--- src/rtl/instruction_fetch_unit.sv ---
// Instruction fetch stage: owns the PC, fetches words over a req/gnt/rvalid
// memory handshake and hands them to decode through a valid/ready interface.
module instruction_fetch_unit #(
  parameter logic [31:0] RESET_PC = 32'h0000_0000,
  parameter int unsigned TIMEOUT  = 16
) (
  input  logic        clk,
  input  logic        reset,
  output logic        imem_req,
  output logic [31:0] imem_addr,
  input  logic        imem_gnt,
  input  logic        imem_rvalid,
  input  logic [31:0] imem_rdata,
  input  logic        redirect_valid,
  input  logic [31:0] redirect_pc,
  output logic        instr_valid,
  input  logic        instr_ready,
  output logic [31:0] instruction,
  output logic [31:0] instr_pc,
  output logic [31:0] instr_pc_plus_four,
  output logic        fetch_fault,
  output logic [1:0]  fault_cause
);

  localparam logic [31:0] NOP      = 32'h0000_0013;
  localparam logic [7:0]  CNT_LAST = 8'(TIMEOUT - 1);

  typedef enum logic [2:0] {
    S_IDLE,
    S_FETCH,
    S_WAIT,
    S_VALID,
    S_FAULT
  } state_t;

  state_t      state, state_n;
  logic [31:0] pc, pc_n;
  logic        kill, kill_n;
  logic [7:0]  cnt, cnt_n;
  logic [1:0]  cause_n;
  logic        capture;

  assign imem_req    = (state == S_FETCH);
  assign imem_addr   = pc;
  assign instr_valid = (state == S_VALID);
  assign fetch_fault = (state == S_FAULT);

  always_ff @(posedge clk) begin
    if (reset) begin
      state              <= S_IDLE;
      pc                 <= RESET_PC;
      kill               <= 1'b0;
      cnt                <= '0;
      fault_cause        <= 2'b00;
      instruction        <= NOP;
      instr_pc           <= RESET_PC;
      instr_pc_plus_four <= RESET_PC + 32'd4;
    end else begin
      state       <= state_n;
      pc          <= pc_n;
      kill        <= kill_n;
      cnt         <= cnt_n;
      fault_cause <= cause_n;
      if (capture) begin
        instruction        <= imem_rdata;
        instr_pc           <= pc;
        instr_pc_plus_four <= pc + 32'd4;
      end
    end
  end

  always_comb begin
    state_n = state;
    pc_n    = pc;
    kill_n  = kill;
    cnt_n   = cnt;
    cause_n = fault_cause;
    capture = 1'b0;

    case (state)
      S_IDLE:  state_n = S_FETCH;
      S_FETCH: begin
        if (imem_gnt) begin
          state_n = S_WAIT;
          cnt_n   = '0;
          kill_n  = 1'b0;
        end
      end
      S_WAIT: begin
        // Saturate so a redirect held across the limit cannot wrap the counter.
        if (cnt != 8'hFF) cnt_n = cnt + 8'd1;
        if (imem_rvalid) begin
          if (kill) begin
            kill_n  = 1'b0;
            state_n = S_FETCH;
          end else begin
            capture = 1'b1;
            state_n = S_VALID;
          end
        end else if (cnt >= CNT_LAST) begin
          state_n = S_FAULT;
          cause_n = 2'b10;
        end
      end
      S_VALID: begin
        if (instr_ready) begin
          pc_n    = pc + 32'd4;
          state_n = S_FETCH;
        end
      end
      S_FAULT: ;
      default: state_n = S_FAULT;
    endcase

    // Redirects override the sequential decisions above in every live state.
    if (redirect_valid && state != S_FAULT) begin
      if (redirect_pc[1:0] != 2'b00) begin
        state_n = S_FAULT;
        cause_n = 2'b01;
        pc_n    = pc;
        capture = 1'b0;
      end else begin
        pc_n = redirect_pc;
        case (state)
          S_FETCH: if (imem_gnt) kill_n = 1'b1;
          S_WAIT: begin
            capture = 1'b0;
            if (imem_rvalid) begin
              kill_n  = 1'b0;
              state_n = S_FETCH;
            end else begin
              kill_n  = 1'b1;
              state_n = S_WAIT;
            end
          end
          S_VALID: state_n = S_FETCH;
          default: ;
        endcase
      end
    end
  end

endmodule

--- config.mk ---
export PLATFORM = sky130hd
export DESIGN_NAME = instruction_fetch_unit
export DESIGN_NICKNAME = d
export VERILOG_FILES = /design/src/rtl/instruction_fetch_unit.sv
export SDC_FILE = /design/constraint.sdc
export NUM_CORES = 1
export LEC_CHECK = 0
export ABC_AREA = 1
export BUFFER_PORTS_ARGS = -buffer_cell sky130_fd_sc_hd__buf_2
export CAP_MARGIN = 20
export CORE_ASPECT_RATIO = 1.2
export CORE_UTILIZATION = 40
export CTS_CLUSTER_SIZE = 14
export DETAILED_ROUTE_END_ITERATION = 7
export GPL_TIMING_DRIVEN = 0
export HOLD_SLACK_MARGIN = 0.12
export PLACE_DENSITY = 0.65
export SETUP_SLACK_MARGIN = 0.4
export SLEW_MARGIN = 15
export SYNTH_ARGS = -nofsm -noshare
export SYNTH_HDL_FRONTEND = slang
export SYNTH_SLANG_ARGS = --single-unit
--- constraint.sdc ---
create_clock -name clk -period 3.58 [get_ports clk]
set_clock_uncertainty 0.15 [all_clocks]
set_input_delay 0.179 -clock clk [delete_from_list [all_inputs] [get_ports clk]]
set_output_delay 0.179 -clock clk [all_outputs]
set_load 0.01 [all_outputs]
==> reports/qor.txt <==
Status -> completed
Worst Setup Slack, final -> 0.764 ns
Synth Area in XOR/XNOR -> 1.39%
Row Count -> 49
Hold path start -> reset
RSZ-0062 raised after global routing -> no
Worst hold-check path type -> in -> reg
Vias in the first global route -> 6587
Count of buffers from port buffering -> 202
Pre-Repair DR Iteration Count -> 6
Met2 Use GR -> 44.9%
Synth Area per Inst -> 6.87 µm²
Worst setup EP type -> register
Post-Synthesis Cells -> 919
Post-Synth Adder-Cell Area -> 0.396%
Main combinational cell family by area after synthesis -> simple AND/OR/NAND/NOR gates
Root buf cell -> clkbuf_16
Synth Register Bits -> 140
Placed cell areas -> 7580 µm²
Crit Path Category -> in -> reg
H-tree depth -> 4
Worst Reg2Reg Path Length in Cells -> 9
Post-synthesis compound-gate area fraction -> 15.7%
Clock Sinks -> 140
CP Launch Type -> input pin
First-pass GRT wire length -> 34600 µm
Post-synthesis mux area share -> 0%
Period Utilization, post-route -> 78.6%
DP HPWL -> 16200 µm
Met1 global-route usage -> 36.6%
Core area -> 15200 µm²
Worst Hold Depth -> 5
Pwr Total -> 0.00387 W
Synth top area cells -> dfxtp_1, nor2_1, nand2_1
Initial drt markers -> 495
Fin crit period -> 2.82 ns
CTS tree -> yes
Pin count of the biggest net entering global routing -> 17
# DRC -> 0
Post-CTS sizing -> 0
Max Fanout on Critical Path -> 4
GRT busiest layer -> met2
P&R area growth vs syn -> 41.4%
Nets -> 1284
Final Max Tran Viols -> 0
Antenna cells -> 0
Routed WL -> 22600 µm
Clk buf depth -> 2
CTS buffer count -> 17
Cell Pwr Density -> 433 nW/µm²
Worst-path clk slew -> 0.06 ns
Synth area leader -> dfxtp_1
Avg WL per Cell -> 15.8 µm
R2r setup slk -> 0.77 ns
Initial antenna violation count -> 0
Setup_tns -> 0 ns
Finish-stage setup viols -> 0
Die area -> 16300 µm²
Final Hold Vio Count -> 0
Layout cell share with drive strength beyond 1 -> 22.9%
Grt total ovfl -> 0
Worst EP required -> 3.80 ns
Slew @ Worst Pin -> 0.733 ns
F_max -> 0.355 GHz
Die W -> 117 µm
Distinct cell type count of the synthesized netlist -> 33
Later-pin clock latency in the skew report -> 0.43 ns
WP data arrival -> 3.03 ns
Final antenna-violating net count -> 0
Chip height -> 140 µm
GRT Util Overall -> 28.2%
Total of warnings raised by yosys -> 0
Fillers -> 1513
Cell area after layout -> 8930 µm²
Pre-CTS WS -> 1.26 ns
Synth Cell Area -> 6320 µm²
Via count -> 7195
Starting Density -> 41.5%
RR Startpoint -> state[1]
I/O pins -> 203
Met3 usage -> 6.18%
Post-synthesis net count -> 991
Largest vdd supply drop -> 0.000290 V
Leak pwr -> 4.24 nW
Via/cell ratio -> 5.03
Hold Path Sink -> instr_pc[5]
Seq/Total Area, Yosys -> 44.4%
Maximum Capacitance Violations -> 0
Rel. slew slack -> 51.1%
Fin util -> 58.8%
GP Congestion -> 0.961
Synth Area in Simple Gates -> 29.8%
Reg-to-Reg End -> kill
Synth top area share -> 44.4%
-- worst max path at each step --
stage                   start            end  slack, ns  depth (start not counted)
2_1_floorplan    imem_addr[2]  imem_addr[18]       1.83                          8
4_1_cts              state[1]           kill       0.87                          9
6_report       redirect_pc[1]           kill       0.76                          8
3_3_place_gp     imem_addr[2]   imem_addr[8]       1.25                          6
3_5_place_dp     imem_addr[2]   imem_addr[8]       1.26                          6
5_1_grt              state[1]           kill       0.65                          9
-- synth_stat cells --
library cell and count:
a211oi_1 1, a21o_1 1, a21oi_1 61, a31oi_1 7
buf_1 2, buf_2 11, buf_4 9, buf_6 5
clkbuf_1 18, clkbuf_2 4, dfxtp_1 140, ha_1 2
inv_1 58, inv_2 6, inv_4 2, nand2_1 177
nand2_2 3, nand2_4 1, nand3_1 57, nand3_2 1
nand3b_1 3, nand4_1 3, nor2_1 210, nor2_2 1
nor2_4 1, nor3_1 6, o211ai_1 17, o21ai_0 82
o21ai_1 16, o31ai_1 1, or2_2 3, xnor2_1 3
xor2_1 7
-- layer usage --
metal	vias to the layer above	share of wire [%]
li1	3557	-
met1	3286	43
met2	303	47
met3	49	7.1
met4	0	2.9
met5	-	0
-- cells by family (layout without fill, tap and decap cells) --
family | count (synthesis) | in the layout
buffers and inverters | 115 | 421
flip-flops | 140 | 140
AO/OA/AOI/OAI | 186 | 186
XOR/XNOR | 10 | 10
AND/OR/NAND/NOR | 466 | 466
adder cells (fa/ha/maj) | 2 | 2
-- critical path, cell delays in order --
cell and delay [ns]:
dlygate4sd3_1 0.53, buf_2 0.12, nor2_1 0.11, dlygate4sd3_1 0.67, nand3_1 0.10, dlygate4sd3_1 0.61
a21oi_1 0.16, dlygate4sd3_1 0.56
-- sequential cells by signal, indices dropped and copies added (netlist names) --
signal              flops
imem_addr              32
instr_pc               32
instruction            32
instr_pc_plus_four     30
cnt                     8
state                   3
fault_cause             2
kill                    1
-- placed cells by master (no fill, tap or decap), drive strengths merged --
cell	instances
dfxtp	140
or2	3
a21o	1
dlygate4sd3	72
nand3	58
nor3	6
nand2	181
nand4	3
inv	67
ha	2
nor2	212
o211ai	17
a211oi	1
o31ai	1
bufinv	3
clkinvlp	2
xnor2	3
a31oi	7
o21ai	98
buf	229
nand3b	3
a21oi	61
clkbuf	45
xor2	7
clkinv	3
-- power breakdown --
part / internal [W] / switching [W] / total, W
combinational: 0.000161 / 0.000210 / 0.000371
clock: 0.00119 / 0.000686 / 0.00188
sequential: 0.00159 / 0.0000357 / 0.00162
-- stage by stage --
step / hold WS (ns) / instances
after floorplan: 0.155 / 919
after global placement: 0.241 / 1325
after detailed placement: 0.246 / 1325
after CTS: 0.163 / 1429
after global routing: 0.233 / 1429
final: 0.195 / 1429
-- area by class of cell --
cell class / count / area [µm²] / share of cell area [%]
Clock inverter: 9 / 133 / 1.48
Inverter: 66 / 253 / 2.83
Multi-Input combinational cell: 664 / 2990 / 33.4
Clock buffer: 23 / 498 / 5.57
Timing Repair Buffer: 274 / 1730 / 19.4
Sequential cell: 140 / 2800 / 31.4
Tap cell: 204 / 255 / 2.86
Buffer: 49 / 274 / 3.07
-- repair_timing --
item,4_1_cts,5_1_grt
hold buffers,72,0
endpoints found under the hold margin,70,0
setup buffers,0,0
Power figures use the tool's default switching activity.
